[src/rtl/npu_act_pkg.sv]
// ---------------------------------------------------------------------------
// npu_act_pkg
// Shared types, default widths and helpers for the activation-memory port
// controller (npu_act_mem_port_arbiter) and its round-robin arbiter.
//
// Contents:
//   rd_src_e     - read source selected for an in-flight read
//   ADDR_W, DATA_W, RGB_W, FRAC_SHIFT - default widths
//   ZC_W         - internal width used by zero_centre()
//   zero_centre  - (rgb << shift) - (mean << shift) at ZC_W bits
// ---------------------------------------------------------------------------
package npu_act_pkg;

    localparam int ADDR_W     = 12;
    localparam int DATA_W     = 16;
    localparam int RGB_W      = 8;
    localparam int FRAC_SHIFT = 5;

    // Wide enough for any legal pixel/shift combination; callers truncate
    // the result to their own DATA_W.
    localparam int ZC_W = 32;

    typedef enum logic [1:0] {
        SRC_PAD = 2'd0,
        SRC_RGB = 2'd1,
        SRC_ACT = 2'd2
    } rd_src_e;

    // Zero-centred pixel: both operands are zero-extended by the caller and
    // scaled to the fixed-point format before the subtraction, so the result
    // is exact as long as DATA_W >= RGB_W + FRAC_SHIFT + 1.
    function automatic logic signed [ZC_W-1:0] zero_centre(
        input logic [ZC_W-1:0] rgb,
        input logic [ZC_W-1:0] mean,
        input int              frac_shift
    );
        logic [ZC_W-1:0] diff;
        diff = (rgb << frac_shift) - (mean << frac_shift);
        return signed'(diff);
    endfunction

endpackage : npu_act_pkg

[src/rtl/npu_rr_arbiter.sv]
// ---------------------------------------------------------------------------
// npu_rr_arbiter
// Work-conserving round-robin arbiter. The grant is the first set req bit at
// or after rr_ptr, searching circularly; on an accepted grant rr_ptr moves to
// the lane after the winner, otherwise it holds.
//
// Parameters:
//   N        - number of requesters (1..64)
// Ports:
//   clk      in   clock
//   resetn   in   asynchronous active-low reset (rr_ptr -> 0)
//   req      in   [N]      level requests
//   advance  in   1        grant enable; when low no grant is issued and
//                          rr_ptr holds
//   gnt      out  [N]      one-hot grant (combinational)
//   gnt_idx  out  [IDX_W]  index of the granted lane (valid when |gnt)
// ---------------------------------------------------------------------------
module npu_rr_arbiter
    import npu_act_pkg::*;
#(
    parameter  int N     = 32,
    localparam int IDX_W = (N > 1) ? $clog2(N) : 1
) (
    input  logic             clk,
    input  logic             resetn,
    input  logic [N-1:0]     req,
    input  logic             advance,
    output logic [N-1:0]     gnt,
    output logic [IDX_W-1:0] gnt_idx
);

    logic [IDX_W-1:0] rr_ptr_reg;
    logic [IDX_W-1:0] rr_ptr_next;
    logic             found;
    logic [IDX_W-1:0] idx;
    int               cand;

    // Circular priority search starting at rr_ptr. The first hit wins; later
    // hits are masked by 'found'.
    always_comb begin
        found = 1'b0;
        idx   = '0;
        cand  = 0;
        for (int k = 0; k < N; k++) begin
            cand = int'(rr_ptr_reg) + k;
            if (cand >= N) begin
                cand = cand - N;
            end
            if (!found && req[cand]) begin
                found = 1'b1;
                idx   = IDX_W'(cand);
            end
        end
    end

    always_comb begin
        gnt = '0;
        if (advance && found) begin
            gnt[idx] = 1'b1;
        end
    end

    assign gnt_idx = idx;

    // Wrap explicitly so non-power-of-two N works; with N=1 this always
    // yields 0, so the pointer is a constant.
    always_comb begin
        rr_ptr_next = rr_ptr_reg;
        if (advance && found) begin
            if (int'(idx) >= N - 1) begin
                rr_ptr_next = '0;
            end else begin
                rr_ptr_next = idx + IDX_W'(1);
            end
        end
    end

    always_ff @(posedge clk or negedge resetn) begin
        if (!resetn) begin
            rr_ptr_reg <= '0;
        end else begin
            rr_ptr_reg <= rr_ptr_next;
        end
    end

endmodule : npu_rr_arbiter

[src/rtl/npu_act_mem_port_arbiter.sv]
// ---------------------------------------------------------------------------
// npu_act_mem_port_arbiter
// Activation-memory port controller between the NPU compute lanes and the
// single-port activation SRAM.
//   Write side: round-robin arbitration of NUM_REQ held write requests, one
//     write per cycle, registered SRAM write port one cycle after the ack.
//   Read side: 3-stage pipeline returning zero padding, zero-centred RGB
//     pixels or raw activations, one result per read strobe.
//
// Optional feature macro: NPU_ACT_TEST_IMG_EN
//   When defined, test_mode_i/test_rdata_i exist and an RGB read with
//   test_mode_i=1 returns test_rdata_i instead of the zero-centred pixel.
//
// Ports:
//   clk, resetn                    clock, asynchronous active-low reset
//   wr_req    [NUM_REQ]            level write requests, held until ack
//   wr_addr   [NUM_REQ*ADDR_W]     packed per-lane addresses
//   wr_data   [NUM_REQ*DATA_W]     packed per-lane data
//   wr_ack_p  [NUM_REQ]            one-hot grant pulse (combinational)
//   mem_wr_en/addr/data            registered SRAM write port
//   rd_rgb, rd_act, rd_bypass      read strobes (bypass > rgb > act)
//   rd_ch     [2]                  channel of an RGB read
//   rgb_rdata [RGB_W]              image data, one cycle after rd_rgb
//   act_rdata [DATA_W]             SRAM data, one cycle after rd_act
//   mean_i    [NUM_CH*RGB_W]       per-channel means (quasi-static)
//   test_mode_i, test_rdata_i      only with NPU_ACT_TEST_IMG_EN
//   rd_data_o [DATA_W], rd_valid_o registered read result
// ---------------------------------------------------------------------------
module npu_act_mem_port_arbiter #(
    parameter int NUM_REQ    = 32,
    parameter int ADDR_W     = npu_act_pkg::ADDR_W,
    parameter int DATA_W     = npu_act_pkg::DATA_W,
    parameter int RGB_W      = npu_act_pkg::RGB_W,
    parameter int FRAC_SHIFT = npu_act_pkg::FRAC_SHIFT,
    parameter int NUM_CH     = 3
) (
    input  logic                        clk,
    input  logic                        resetn,
    input  logic [NUM_REQ-1:0]          wr_req,
    input  logic [NUM_REQ*ADDR_W-1:0]   wr_addr,
    input  logic [NUM_REQ*DATA_W-1:0]   wr_data,
    output logic [NUM_REQ-1:0]          wr_ack_p,
    output logic                        mem_wr_en,
    output logic [ADDR_W-1:0]           mem_wr_addr,
    output logic [DATA_W-1:0]           mem_wr_data,
    input  logic                        rd_rgb,
    input  logic                        rd_act,
    input  logic                        rd_bypass,
    input  logic [1:0]                  rd_ch,
    input  logic [RGB_W-1:0]            rgb_rdata,
    input  logic [DATA_W-1:0]           act_rdata,
    input  logic [NUM_CH*RGB_W-1:0]     mean_i,
`ifdef NPU_ACT_TEST_IMG_EN
    input  logic                        test_mode_i,
    input  logic [DATA_W-1:0]           test_rdata_i,
`endif
    output logic [DATA_W-1:0]           rd_data_o,
    output logic                        rd_valid_o
);

    import npu_act_pkg::*;

    localparam int IDX_W = (NUM_REQ > 1) ? $clog2(NUM_REQ) : 1;

    // ------------------------------------------------------------------
    // Elaboration-time parameter checks
    // ------------------------------------------------------------------
    if (NUM_REQ < 1 || NUM_REQ > 64) begin : g_bad_num_req
        $error("NUM_REQ must be in 1..64");
    end
    if (DATA_W < RGB_W + FRAC_SHIFT + 1) begin : g_bad_data_w
        $error("DATA_W too narrow for zero-centred pixels");
    end
    if (DATA_W > ZC_W || RGB_W + FRAC_SHIFT + 1 > ZC_W) begin : g_bad_zc_w
        $error("widths exceed zero_centre() internal width");
    end
    if (NUM_CH < 1 || NUM_CH > 4) begin : g_bad_num_ch
        $error("NUM_CH must be in 1..4 (rd_ch is 2 bits)");
    end

    // ------------------------------------------------------------------
    // Write arbitration
    // ------------------------------------------------------------------
    logic [NUM_REQ-1:0] gnt;
    logic [IDX_W-1:0]   gnt_idx;
    logic               gnt_any;

    logic [ADDR_W-1:0]  lane_addr [NUM_REQ];
    logic [DATA_W-1:0]  lane_data [NUM_REQ];

    logic               mem_wr_en_reg;
    logic [ADDR_W-1:0]  mem_wr_addr_reg;
    logic [DATA_W-1:0]  mem_wr_data_reg;

    for (genvar gi = 0; gi < NUM_REQ; gi++) begin : g_lane
        assign lane_addr[gi] = wr_addr[gi*ADDR_W +: ADDR_W];
        assign lane_data[gi] = wr_data[gi*DATA_W +: DATA_W];
    end

    // Tying advance to resetn suppresses grants while reset is asserted, so
    // no requester sees an ack that would be discarded.
    npu_rr_arbiter #(
        .N (NUM_REQ)
    ) u_rr_arbiter (
        .clk     (clk),
        .resetn  (resetn),
        .req     (wr_req),
        .advance (resetn),
        .gnt     (gnt),
        .gnt_idx (gnt_idx)
    );

    assign gnt_any  = |gnt;
    assign wr_ack_p = gnt;

    always_ff @(posedge clk or negedge resetn) begin
        if (!resetn) begin
            mem_wr_en_reg   <= 1'b0;
            mem_wr_addr_reg <= '0;
            mem_wr_data_reg <= '0;
        end else begin
            mem_wr_en_reg <= gnt_any;
            if (gnt_any) begin
                mem_wr_addr_reg <= lane_addr[gnt_idx];
                mem_wr_data_reg <= lane_data[gnt_idx];
            end
        end
    end

    assign mem_wr_en   = mem_wr_en_reg;
    assign mem_wr_addr = mem_wr_addr_reg;
    assign mem_wr_data = mem_wr_data_reg;

    // ------------------------------------------------------------------
    // Read pipeline
    //   stage 0: strobes decoded to a source, channel mean selected
    //   stage 1: returning data muxed / zero-centred
    //   stage 2: registered result
    // ------------------------------------------------------------------
    logic [RGB_W-1:0]   ch_mean [NUM_CH];
    logic [RGB_W-1:0]   mean_next;
    rd_src_e            src_next;
    logic               s1_valid_next;

    logic               s1_valid_reg;
    rd_src_e            s1_src_reg;
    logic [RGB_W-1:0]   s1_mean_reg;

    logic [DATA_W-1:0]  pix_centred;
    logic [DATA_W-1:0]  rgb_result;
    logic [DATA_W-1:0]  rd_data_next;

    logic [DATA_W-1:0]  rd_data_reg;
    logic               rd_valid_reg;

    for (genvar gi = 0; gi < NUM_CH; gi++) begin : g_mean
        assign ch_mean[gi] = mean_i[gi*RGB_W +: RGB_W];
    end

    // Channels without a programmed mean read as mean 0.
    always_comb begin
        mean_next = '0;
        for (int c = 0; c < NUM_CH; c++) begin
            if (rd_ch == 2'(c)) begin
                mean_next = ch_mean[c];
            end
        end
    end

    always_comb begin
        s1_valid_next = rd_bypass | rd_rgb | rd_act;
        if (rd_bypass) begin
            src_next = SRC_PAD;
        end else if (rd_rgb) begin
            src_next = SRC_RGB;
        end else begin
            src_next = SRC_ACT;
        end
    end

    always_ff @(posedge clk or negedge resetn) begin
        if (!resetn) begin
            s1_valid_reg <= 1'b0;
            s1_src_reg   <= SRC_PAD;
            s1_mean_reg  <= '0;
        end else begin
            s1_valid_reg <= s1_valid_next;
            s1_src_reg   <= src_next;
            s1_mean_reg  <= mean_next;
        end
    end

    assign pix_centred = DATA_W'(zero_centre(ZC_W'(rgb_rdata), ZC_W'(s1_mean_reg), FRAC_SHIFT));

`ifdef NPU_ACT_TEST_IMG_EN
    assign rgb_result = test_mode_i ? test_rdata_i : pix_centred;
`else
    assign rgb_result = pix_centred;
`endif

    always_comb begin
        rd_data_next = '0;
        case (s1_src_reg)
            SRC_PAD: rd_data_next = '0;
            SRC_RGB: rd_data_next = rgb_result;
            SRC_ACT: rd_data_next = act_rdata;
            default: rd_data_next = '0;
        endcase
    end

    // The data register only loads on a valid read so idle cycles leave the
    // last result in place.
    always_ff @(posedge clk or negedge resetn) begin
        if (!resetn) begin
            rd_valid_reg <= 1'b0;
            rd_data_reg  <= '0;
        end else begin
            rd_valid_reg <= s1_valid_reg;
            if (s1_valid_reg) begin
                rd_data_reg <= rd_data_next;
            end
        end
    end

    assign rd_valid_o = rd_valid_reg;
    assign rd_data_o  = rd_data_reg;

endmodule : npu_act_mem_port_arbiter

[config.mk]
export PLATFORM = sky130hd
export DESIGN_NAME = npu_act_mem_port_arbiter
export DESIGN_NICKNAME = d
export VERILOG_FILES = /design/src/rtl/npu_act_pkg.sv /design/src/rtl/npu_rr_arbiter.sv /design/src/rtl/npu_act_mem_port_arbiter.sv
export SDC_FILE = /design/constraint.sdc
export NUM_CORES = 1
export LEC_CHECK = 0
export CAP_MARGIN = 20
export CORE_AREA = 8 8 407 409
export DETAILED_ROUTE_END_ITERATION = 6
export DIE_AREA = 0 0 415 417
export HOLD_SLACK_MARGIN = 0.1
export PLACE_DENSITY_LB_ADDON = 0.15
export SYNTH_ARGS = -nofsm -noshare
export SYNTH_HDL_FRONTEND = slang
export SYNTH_SLANG_ARGS = --single-unit
[constraint.sdc]
create_clock -name clk -period 24.4 [get_ports clk]
set_input_delay 4.88 -clock clk [delete_from_list [all_inputs] [get_ports clk]]
set_output_delay 4.88 -clock clk [all_outputs]
set_load 0.02 [all_outputs]
==> impl_metrics.csv, run 1 <==
group,metric,value,unit
synthesis,syn_area,0.0185,mm2
global_route,met2_usage,0.361,
cells_and_area,final.fill_count,17900,
job,max-cap-violations,0,
cts,cts_root_buffer,"sky130_fd_sc_hd__clkbuf_16",
global_route,met3_use_gr,0.0350,
cts,htreeDepth,3,
floorplan,boundaryPins,1061,
worst_setup_path,cp-end-kind,"output port",
cts,post_cts_hold_buffer_count,0,
cts,clock_latency,460,ps
routing,detail_route.first_pass.iterations,5,
global_route,antenna_violations_before_repair,69,
routing,route.final.wire_length,184000,um
worst_setup_path,timing.critical_path.slowest_stage_cell,"sky130_fd_sc_hd__clkdlybuf4s50_1",
worst_setup_path,worst_path_dominant_cell_family,"simple AND/OR/NAND/NOR gates",
global_route,grt_busiest_layer,"met2",
timing,hold_viol_final,0,
global_route,met1_demand_to_capacity_share_in_global_routing,0.240,
timing,final_min_period_over_clock_period,0.726,
synthesis,post_synth_num_cell_types,111,
cells_and_area,final_layout_size_suffix_gt1_frac,0.111,
cells_and_area,most_used_cells_in_the_layout_excluding_fill_and_tap_cells,"1059 x sky130_fd_sc_hd__clkdlybuf4s50_1, 499 x sky130_fd_sc_hd__mux2i_1, 205 x sky130_fd_sc_hd__nand2_1",
timing,drv_slew,0,
global_route,largest_net_degree_at_the_start_of_global_routing,131,
worst_setup_path,worst_ep_arrival_time,12830,ps
floorplan,floorplan.die.width,415,um
synthesis,ys.flop_type,"sky130_fd_sc_hd__dfrtp_1",
placed_design,port-buffer-count,1060,
cts,cts.sinks,62,
timing,timing_worst_slew_pin_value,1120,ps
routing,ant_nets,0,
worst_setup_path,cp.buffers_inverters,4,
synthesis,synth.top_cells.by_area,"sky130_fd_sc_hd__mux2i_1 27%, sky130_fd_sc_hd__dfrtp_1 8.4%, sky130_fd_sc_hd__mux2_2 8.1%",
floorplan,fp-row-count,147,
timing,fmax,0.0565,GHz
cells_and_area,nNetsFinal,4134,
routing,drtIter0Drc,1701,
synthesis,ys_seq_area_frac,0.0839,
synthesis,synth_area_leader_cell,"sky130_fd_sc_hd__mux2i_1",
synthesis,edff_count_synth,0,
synthesis,synthesized_flop_and_latch_total,62,
cts,cts_inserted_buffers,9,
timing,timing.final.setup_violations,0,
timing,maxSlewHeadroom,0.231,
outcome,outcome,"completed",
cells_and_area,areaGrowthSynthToFinish,70.9,%
floorplan,chipHeight,417,um
global_route,grt_pass1_wl,236000,um
timing,fin_skew,32.0,ps
cells_and_area,post_layout_nonfiller_instances,5236,
placed_design,place_congestion,0.967,
routing,routed_via_density,4.38,
floorplan,initial_core_util,0.116,
timing,setup_tns,0,ps
floorplan,die_area,0.173,mm2
global_route,number_of_global_route_vias_before_repair,23200,
hold_path,hold_class,"register to register",
synthesis,synth_top_area_share,0.272,
worst_setup_path,crit_path_max_fanout,32,
synthesis,post_synth.cell_area_avg,8.47,um2
worst_setup_path,critical_path_required,19520,ps
timing,setup_repair_after_global_routing_missed_its_margin,"false",
cts,ctsResizeCount,0,
placed_design,detailed_place_hpwl,158000,um
cts,path_clk_slew,60,ps
cells_and_area,final_common_cell,"sky130_fd_sc_hd__clkdlybuf4s50_1",
cts,tritoncts,"done",
cts,cts.repair_timing.setup_buffer_count,0,
floorplan,core_area,0.159,mm2
routing,post_drt_wl_per_cell,35.1,um
synthesis,synthCells,2183,
placed_design,dp.cells,5198,
timing,setup_slack,6690,ps
timing,period_needed,17710,ps
worst_setup_path,slowest_delay,670,ps
worst_setup_path,path_class,"primary input to output port",
cts,clock_path_buffers,2,
worst_setup_path,critical_path.cell_chain,"clkdlybuf4s50_1 -> mux4_2 -> mux2i_1 -> mux2i_1 -> mux2i_1 -> and4_1 -> and3_1 -> and3_1 -> nand2_1 -> a221oi_1 -> o21ai_1 -> a2111oi_4 -> nor2_4 -> inv_4 -> buf_4 -> ha_1 -> nand2_1 -> nor2_1 -> clkdlybuf4s50_1",
worst_setup_path,category_of_the_worst_setup_path_launch_point,"primary input",
synthesis,synth.net_count,3194,
global_route,grt_remaining_overflow,0,
worst_setup_path,critical_path.most_common_cell,"sky130_fd_sc_hd__mux2i_1",
placed_design,placement.setup.worst_slack,6720,ps
routing,vias,22900,
global_route,track_usage,0.200,
routing,drc,0,
synthesis,synth-warning-count,0,
synthesis,asyncSetResetFlopFracSynth,1.00,
-- cells in the mapped netlist (9+ instances only) --
library cell                  n
sky130_fd_sc_hd__a21oi_1     67
sky130_fd_sc_hd__and2_1      25
sky130_fd_sc_hd__o22ai_1     27
sky130_fd_sc_hd__mux2_1      15
sky130_fd_sc_hd__a31oi_1     30
sky130_fd_sc_hd__o211ai_1    42
sky130_fd_sc_hd__ha_1        27
sky130_fd_sc_hd__nand2_1    205
sky130_fd_sc_hd__mux4_2      66
sky130_fd_sc_hd__a22oi_1     36
sky130_fd_sc_hd__o21ai_1     14
sky130_fd_sc_hd__nor4_1      12
sky130_fd_sc_hd__mux2i_1    502
sky130_fd_sc_hd__a21o_1      15
sky130_fd_sc_hd__nand4_1     13
sky130_fd_sc_hd__or3_1        9
sky130_fd_sc_hd__nor3_1      25
sky130_fd_sc_hd__clkbuf_1    38
sky130_fd_sc_hd__xnor2_1     21
sky130_fd_sc_hd__xor2_1      15
sky130_fd_sc_hd__nor2_1      98
sky130_fd_sc_hd__o21ai_0     65
sky130_fd_sc_hd__buf_4       21
sky130_fd_sc_hd__nand2b_1    17
sky130_fd_sc_hd__mux2_2     133
sky130_fd_sc_hd__a211oi_1    42
sky130_fd_sc_hd__nand3_1     52
sky130_fd_sc_hd__a221oi_1     9
sky130_fd_sc_hd__o2111ai_1   37
sky130_fd_sc_hd__inv_1       55
sky130_fd_sc_hd__dfrtp_1     62
sky130_fd_sc_hd__nor2b_1     24
sky130_fd_sc_hd__a2111oi_0   13
sky130_fd_sc_hd__and2_0      12
sky130_fd_sc_hd__buf_2      106
sky130_fd_sc_hd__buf_6       17
-- per-layer routing --
| layer | wire [um] | up-vias |
|---|---|---|
| met5 | 79 | - |
| met3 | 9200 | 154 |
| li1 | - | 10400 |
| met2 | 92800 | 982 |
| met1 | 74600 | 11400 |
| met4 | 7030 | 12 |
-- through the flow --
| stage | hold WS [ps] | area, um2 | util |
|---|---|---|---|
| 6_report | 506 | 31600 | 0.198 |
| 5_1_grt | 527 | 31600 | 0.198 |
| 4_1_cts | 500 | 31500 | 0.198 |
| 3_5_place_dp | 474 | 31200 | 0.196 |
| 3_3_place_gp | 468 | 31200 | 0.196 |
| 2_1_floorplan | 411 | 18500 | - |
-- path summary, 6_finish.rpt --
kind                                                              from                           to  slack (ps)  cells after the start
worst max register to register  u_rr_arbiter.rr_ptr_reg[1]$_DFFE_PN0P_  mem_wr_data[10]$_DFFE_PN0P_       14670                     22
min in group asynchronous                                       resetn   mem_wr_data[2]$_DFFE_PN0P_        4340                      1
worst max-delay path                                         wr_req[6]                 wr_ack_p[16]        6690                     19
max in group asynchronous                                       resetn    rd_data_o[12]$_DFFE_PN0P_       18790                      2
worst min register to register              mem_wr_addr[5]$_DFFE_PN0P_   mem_wr_addr[5]$_DFFE_PN0P_         510                      1
worst min-delay path                        mem_wr_addr[5]$_DFFE_PN0P_   mem_wr_addr[5]$_DFFE_PN0P_         510                      1
-- worst register-to-register path, stage by stage (launching register included) --
cell,delay [ps]
sky130_fd_sc_hd__dfrtp_2,350
sky130_fd_sc_hd__buf_4,280
sky130_fd_sc_hd__inv_2,340
sky130_fd_sc_hd__ha_2,430
sky130_fd_sc_hd__buf_4,570
sky130_fd_sc_hd__mux2_1,500
sky130_fd_sc_hd__mux4_2,570
sky130_fd_sc_hd__mux2i_1,420
sky130_fd_sc_hd__mux2i_1,340
sky130_fd_sc_hd__nor3_1,770
sky130_fd_sc_hd__nand3_1,230
sky130_fd_sc_hd__nor3_1,470
sky130_fd_sc_hd__nand2_1,190
sky130_fd_sc_hd__o221a_2,290
sky130_fd_sc_hd__o221a_2,290
sky130_fd_sc_hd__o21ai_4,60
sky130_fd_sc_hd__buf_4,550
sky130_fd_sc_hd__buf_12,590
sky130_fd_sc_hd__buf_4,700
sky130_fd_sc_hd__mux2i_1,720
sky130_fd_sc_hd__a22oi_1,240
sky130_fd_sc_hd__a32oi_1,560
sky130_fd_sc_hd__o22a_1,210
-- cells by family after synthesis --
kind of cell	Yosys count	synth area share
mux	718	0.444
compound gates	547	0.220
simple gates	541	0.144
buf+inv	249	0.0697
flops	62	0.0839
xor+xnor	38	0.0188
fa+ha+maj	28	0.0194
-- layout make-up --
cell class	count	area, um2	area share
antenna	22	55.1	0.00174
clock buffer	10	229	0.00725
clock inverter	6	62.6	0.00198
inverter	59	225	0.00713
multi-input combinational	1872	15800	0.499
sequential	62	1560	0.0493
tap	2086	2610	0.0826
timing repair buffer	1119	11100	0.351
Power of run 1 is not shown: default switching activity piles up to over one toggle a cycle in this logic, so the estimate is an artifact.
==> run 2: changes to the inputs <==
==> constraint.sdc (replaced) <==
create_clock -name clk -period 14.2 [get_ports clk]
set_input_delay 2.84 -clock clk [delete_from_list [all_inputs] [get_ports clk]]
set_output_delay 2.84 -clock clk [all_outputs]
set_load 0.02 [all_outputs]
==> run 2 against run 1 <==
  * Count of clock-buffer cells in the layout unchanged
  * Flip-flop and latch count unchanged
  * Via count up 0.75%
  * Worst setup slack worse by 5400 ps
  * Final cell count up 0.29%
  * Clock skew down 14 ps
  * Register-to-register slack worse by 10000 ps
  * Largest cell class unchanged
  * Cell area up 0.42%
==> impl_metrics.csv, run 2 (synthesized netlist as in run 1, its figures left out) <==
group,metric,value,unit
outcome,outcome,"completed",
worst_setup_path,reg2regPathDepth,20,
worst_setup_path,crit_path_max_fanout,16,
timing,setup_repair_after_global_routing_missed_its_margin,"false",
floorplan,boundaryPins,1061,
cts,ctsResizeCount,0,
worst_setup_path,crit-reg2reg-launch,"u_rr_arbiter.rr_ptr_reg[1]$_DFFE_PN0P_",
timing,fin_skew,18.2,ps
cts,cts_inserted_buffers,9,
worst_setup_path,path_class,"primary input to output port",
routing,routed_via_density,4.40,
global_route,track_usage,0.199,
global_route,largest_net_degree_at_the_start_of_global_routing,124,
worst_setup_path,worst_ep_arrival_time,10090,ps
timing,timing_worst_slew_pin_value,1260,ps
floorplan,core_area,0.159,mm2
worst_setup_path,crit-reg2reg-capture,"mem_wr_data[10]$_DFFE_PN0P_",
cts,tritoncts,"done",
global_route,grt_remaining_overflow,0,
worst_setup_path,cp-end-kind,"output port",
cts,cts.sinks,62,
worst_setup_path,category_of_the_worst_setup_path_launch_point,"primary input",
timing,maxSlewHeadroom,0.134,
worst_setup_path,critical_path.most_common_cell,"sky130_fd_sc_hd__mux2i_1",
timing,period_needed,12930,ps
worst_setup_path,timing.critical_path.slowest_stage_cell,"sky130_fd_sc_hd__mux2i_1",
worst_setup_path,critical_path.cell_chain,"clkdlybuf4s50_1 -> mux4_2 -> mux2i_1 -> mux2i_1 -> mux2i_1 -> and4_1 -> nand4_1 -> nor4_1 -> a311o_1 -> a221oi_1 -> o21ai_1 -> a2111oi_4 -> nor2_4 -> ha_1 -> nand2_1 -> nor2_1 -> clkdlybuf4s50_1",
floorplan,floorplan.die.width,415,um
floorplan,fp-row-count,147,
worst_setup_path,timing.reg2reg.setup_slack,4610,ps
timing,final_min_period_over_clock_period,0.911,
routing,route.final.wire_length,183000,um
cells_and_area,most_used_cells_in_the_layout_excluding_fill_and_tap_cells,"1059 x sky130_fd_sc_hd__clkdlybuf4s50_1, 499 x sky130_fd_sc_hd__mux2i_1, 205 x sky130_fd_sc_hd__nand2_1",
worst_setup_path,endpoint,"wr_ack_p[23]",
routing,detail_route.first_pass.iterations,7,
placed_design,detailed_place_hpwl,158000,um
cells_and_area,nNetsFinal,4150,
timing,worst_hold_slack,500,ps
cells_and_area,final_design_area_no_fill,0.0317,mm2
cts,post_cts_hold_buffer_count,0,
cts,path_clk_slew,70,ps
placed_design,dpl-instance-area,0.0314,mm2
global_route,number_of_global_route_vias_before_repair,23200,
timing,drv_slew,0,
timing,hold_viol_final,0,
cells_and_area,areaGrowthSynthToFinish,71.7,%
routing,vias,23100,
global_route,grt_pass1_wl,234000,um
cts,cts.repair_timing.setup_buffer_count,0,
floorplan,chipHeight,417,um
cts,htreeDepth,3,
placed_design,port-buffer-count,1060,
routing,drtIter0Drc,1840,
timing,timing.final.setup_violations,0,
cts,clock_latency,450,ps
cells_and_area,final_common_cell,"sky130_fd_sc_hd__clkdlybuf4s50_1",
placed_design,place_congestion,0.971,
global_route,antenna_violations_before_repair,58,
worst_setup_path,worstSetupStartpoint,"wr_req[22]",
routing,ant_nets,0,
floorplan,die_area,0.173,mm2
hold_path,hold_class,"register to register",
cells_and_area,final.fill_count,17800,
timing,fmax,0.0773,GHz
job,max-cap-violations,0,
cts,cts_root_buffer,"sky130_fd_sc_hd__clkbuf_16",
floorplan,initial_core_util,0.116,
timing,setup_tns,0,ps
routing,drc,0,
worst_setup_path,slowest_delay,700,ps
cells_and_area,final_layout_size_suffix_gt1_frac,0.116,
cts,clock_path_buffers,2,
worst_setup_path,critical_path_required,11360,ps
routing,post_drt_wl_per_cell,34.9,um
-- run 2: per-layer routing --
metal,GRT usage,wire length (um)
met1,0.236,73600
met2,0.355,91500
met3,0.0355,9310
met4,0.0809,8750
met5,0,46
-- run 2: layout make-up --
type / count / area [um2] / area share
Inverter: 59 / 225 / 0.00710
Sequential cell: 62 / 1560 / 0.0491
Multi-Input combinational cell: 1872 / 15800 / 0.497
Tap cell: 2086 / 2610 / 0.0823
Antenna cell: 21 / 52.6 / 0.00166
Clock buffer: 10 / 229 / 0.00722
Timing Repair Buffer: 1135 / 11200 / 0.354
Clock inverter: 6 / 62.6 / 0.00197
-- run 2: stage by stage --
| stage | worst slack [ps] | util | cells |
|---|---|---|---|
| after global placement | 1360 | 0.197 | 5210 |
| after floorplan | 3870 | - | 2183 |
| after detailed placement | 1420 | 0.197 | 5213 |
| final | 1270 | 0.199 | 5251 |
| after CTS | 1370 | 0.199 | 5229 |
| after global routing | 1050 | 0.199 | 5243 |
-- run 2: worst max-delay path, delay by kind of cell --
| kind | cells | cell delay [ps] |
|---|---|---|
| compound gates | 4 | 700 |
| mux | 4 | 2040 |
| simple gates | 6 | 2880 |
| buf+inv | 2 | 1230 |
| fa+ha+maj | 1 | 350 |
-- run 2: worst min path at each step --
| stage | start | to | slack [ps] | cells past startpoint |
|---|---|---|---|---|
| floorplan | s1_valid_reg$_DFF_PN0_ | rd_valid_o$_DFF_PN0_ | 410 | 0 |
| global placement | mem_wr_addr[3]$_DFFE_PN0P_ | mem_wr_addr[3]$_DFFE_PN0P_ | 480 | 2 |
| detailed placement | mem_wr_addr[7]$_DFFE_PN0P_ | mem_wr_addr[7]$_DFFE_PN0P_ | 480 | 2 |
| CTS | mem_wr_addr[3]$_DFFE_PN0P_ | mem_wr_addr[3]$_DFFE_PN0P_ | 500 | 2 |
| finish | mem_wr_data[4]$_DFFE_PN0P_ | mem_wr_data[4]$_DFFE_PN0P_ | 500 | 1 |
| global route | mem_wr_addr[0]$_DFFE_PN0P_ | mem_wr_addr[0]$_DFFE_PN0P_ | 520 | 1 |
Power of run 2 is left out for the same reason.
==> run 3: changes to the inputs <==
--- a/config.mk
+++ b/config.mk
@@ -6,9 +6,9 @@
 export NUM_CORES = 1
 export LEC_CHECK = 0
 export CAP_MARGIN = 20
-export CORE_AREA = 8 8 407 409
+export CORE_AREA = 3 3 414 416
 export DETAILED_ROUTE_END_ITERATION = 6
-export DIE_AREA = 0 0 415 417
+export DIE_AREA = 0 0 417 419
 export HOLD_SLACK_MARGIN = 0.1
 export PLACE_DENSITY_LB_ADDON = 0.15
 export SYNTH_ARGS = -nofsm -noshare
==> run 3 against run 2 <==
  * The flow now finishes with violations (DRC)
  * Register-to-register slack lost 460 ps
  * First-iteration DRC count shrank 9.1%
  * Critical path depth shrank 1
  * Wire length shrank 0.11%
  * Cell area grew 0.59%
  * Clock skew is essentially flat
  * Count of clock-buffer cells in the layout grew 1
  * Non-clock buffer count grew 7
  * Flip-flop and latch count is the same
  * Worst setup slack lost 35 ps
  * Fmax shrank 0.27%
  * Final cell count grew 2.4%
  * Largest cell class unchanged
==> impl_metrics.csv, run 3 (synthesized netlist as in run 1, its figures left out) <==
group,metric,value,unit
outcome,outcome,"finished with violations",
outcome,failing_checks,"DRC",
routing,drtIter0Drc,1673,
timing,maxSlewHeadroom,0.241,
floorplan,boundaryPins,1061,
floorplan,chipHeight,419,um
global_route,number_of_global_route_vias_before_repair,22900,
cts,path_clk_slew,70,ps
placed_design,dpl-instance-area,0.0315,mm2
cells_and_area,post_layout_nonfiller_instances,5377,
cts,tritoncts,"done",
timing,final_min_period_over_clock_period,0.913,
worst_setup_path,path_class,"primary input to output port",
hold_path,hold_class,"register to register",
global_route,track_usage,0.199,
global_route,grt_pass1_wl,233000,um
global_route,antenna_violations_before_repair,60,
timing,period_needed,12960,ps
timing,setup_slack,1240,ps
cts,clock_latency,430,ps
placed_design,placement.setup.worst_slack,1350,ps
cts,clock_path_buffers,2,
global_route,grt_remaining_overflow,0,
worst_setup_path,critical_path.cell_chain,"clkdlybuf4s50_1 -> mux4_2 -> mux4_2 -> nand2b_1 -> a21boi_1 -> and2_1 -> nand4_2 -> or2_1 -> or3_1 -> o221ai_1 -> o22ai_1 -> nor2_4 -> ha_1 -> nand2_1 -> nor2_1 -> clkdlybuf4s50_1",
worst_setup_path,cp-end-kind,"output port",
floorplan,fp-row-count,150,
cells_and_area,final.fill_count,18800,
routing,route.final.wire_length,183000,um
placed_design,dp.cells,5337,
cts,cts.sinks,62,
routing,ant_nets,0,
cells_and_area,final_layout_size_suffix_gt1_frac,0.116,
cts,ctsResizeCount,0,
job,max-cap-violations,0,
cells_and_area,areaGrowthSynthToFinish,72.7,%
worst_setup_path,worst_ep_arrival_time,10120,ps
floorplan,floorplan.die.width,417,um
routing,detail_route.first_pass.iterations,7,
cells_and_area,nNetsFinal,4157,
global_route,largest_net_degree_at_the_start_of_global_routing,119,
timing,drv_slew,0,
routing,drc,2,
floorplan,die_area,0.175,mm2
placed_design,place_congestion,0.949,
worst_setup_path,timing.critical_path.slowest_stage_cell,"sky130_fd_sc_hd__clkdlybuf4s50_1",
worst_setup_path,slowest_delay,770,ps
routing,dr_wl_met3,9670,um
worst_setup_path,cp.buffers_inverters,2,
cells_and_area,final_design_area_no_fill,0.0319,mm2
floorplan,initial_core_util,0.110,
cells_and_area,final_common_cell,"sky130_fd_sc_hd__clkdlybuf4s50_1",
cells_and_area,most_used_cells_in_the_layout_excluding_fill_and_tap_cells,"1059 x sky130_fd_sc_hd__clkdlybuf4s50_1, 502 x sky130_fd_sc_hd__mux2i_1, 205 x sky130_fd_sc_hd__nand2_1",
timing,fmax,0.0771,GHz
timing,setup_tns,0,ps
timing,setup_repair_after_global_routing_missed_its_margin,"false",
placed_design,detailed_place_hpwl,158000,um
worst_setup_path,crit_path_max_fanout,18,
floorplan,core_area,0.168,mm2
timing,hold_viol_final,0,
cts,post_cts_hold_buffer_count,0,
timing,timing_worst_slew_pin_value,1110,ps
cts,cts.repair_timing.setup_buffer_count,0,
worst_setup_path,worst_path_dominant_cell_family,"simple AND/OR/NAND/NOR gates",
cts,cts_root_buffer,"sky130_fd_sc_hd__clkbuf_16",
worst_setup_path,category_of_the_worst_setup_path_launch_point,"primary input",
routing,uppermost_routed_layer,"met5",
routing,routed_via_density,4.32,
timing,fin_skew,18.1,ps
cts,htreeDepth,3,
routing,post_drt_wl_per_cell,34.0,um
cts,cts_inserted_buffers,9,
routing,vias,23200,
worst_setup_path,critical_path_required,11360,ps
routing,wirelength_met1,73400,um
timing,timing.final.setup_violations,0,
routing,met2_wirelength,90300,um
placed_design,port-buffer-count,1060,
[run 3: cell types whose count changed in the layout (fill, tap and decap cells not counted), sizes merged]
cell	change
buf	+6
bufinv	+1
clkbuf	+2
clkinv	-3
diode	+2
[run 3: final cells by class]
type | count | area, um2 | share of cell area
clock inverter | 4 | 70.1 | 0.00220
sequential | 62 | 1560 | 0.0488
multi-input combinational | 1872 | 15700 | 0.493
inverter | 59 | 225 | 0.00706
timing repair buffer | 1142 | 11300 | 0.353
antenna | 23 | 57.6 | 0.00180
clock buffer | 11 | 253 | 0.00792
tap | 2204 | 2760 | 0.0864
[run 3: worst paths after layout]
path	slack (ps)	start	cells after the start	end
setup / recovery	1240	wr_req[6]	16	wr_ack_p[10]
hold / removal	500	mem_wr_addr[0]$_DFFE_PN0P_	1	mem_wr_addr[0]$_DFFE_PN0P_
setup reg to reg	4150	u_rr_arbiter.rr_ptr_reg[1]$_DFFE_PN0P_	19	mem_wr_data[5]$_DFFE_PN0P_
hold reg to reg	500	mem_wr_addr[0]$_DFFE_PN0P_	1	mem_wr_addr[0]$_DFFE_PN0P_
max in group asynchronous	10610	resetn	2	rd_data_o[13]$_DFFE_PN0P_
min in group asynchronous	2380	resetn	1	mem_wr_data[0]$_DFFE_PN0P_
[run 3: per-stage QoR]
stage	hold slack, ps	util
finish	499	0.190
global route	508	0.190
floorplan	411	-
detailed placement	476	0.188
global placement	478	0.188
CTS	502	0.190
[run 3: layer usage]
layer,global-route usage,up-vias
li1,-,10400
met1,0.238,11600
met2,0.350,953
met3,0.0342,202
met4,0.0854,14
met5,0,-
[run 3: worst reg2reg max path: stages (launching register included)]
cell and delay [ps]:
sky130_fd_sc_hd__dfrtp_2 640, sky130_fd_sc_hd__inv_2 390, sky130_fd_sc_hd__ha_2 1120, sky130_fd_sc_hd__a2111oi_0 410
sky130_fd_sc_hd__o41ai_1 960, sky130_fd_sc_hd__nand3_1 390, sky130_fd_sc_hd__and4_1 420, sky130_fd_sc_hd__nand3_1 310
sky130_fd_sc_hd__nor3_1 190, sky130_fd_sc_hd__a311oi_1 550, sky130_fd_sc_hd__nand4_1 270, sky130_fd_sc_hd__o22ai_4 320
sky130_fd_sc_hd__buf_4 460, sky130_fd_sc_hd__buf_4 650, sky130_fd_sc_hd__buf_4 820, sky130_fd_sc_hd__mux2i_1 990
sky130_fd_sc_hd__mux2i_1 380, sky130_fd_sc_hd__a22oi_1 270, sky130_fd_sc_hd__a31o_1 260, sky130_fd_sc_hd__a31oi_1 100
Power of run 3 is left out for the same reason.
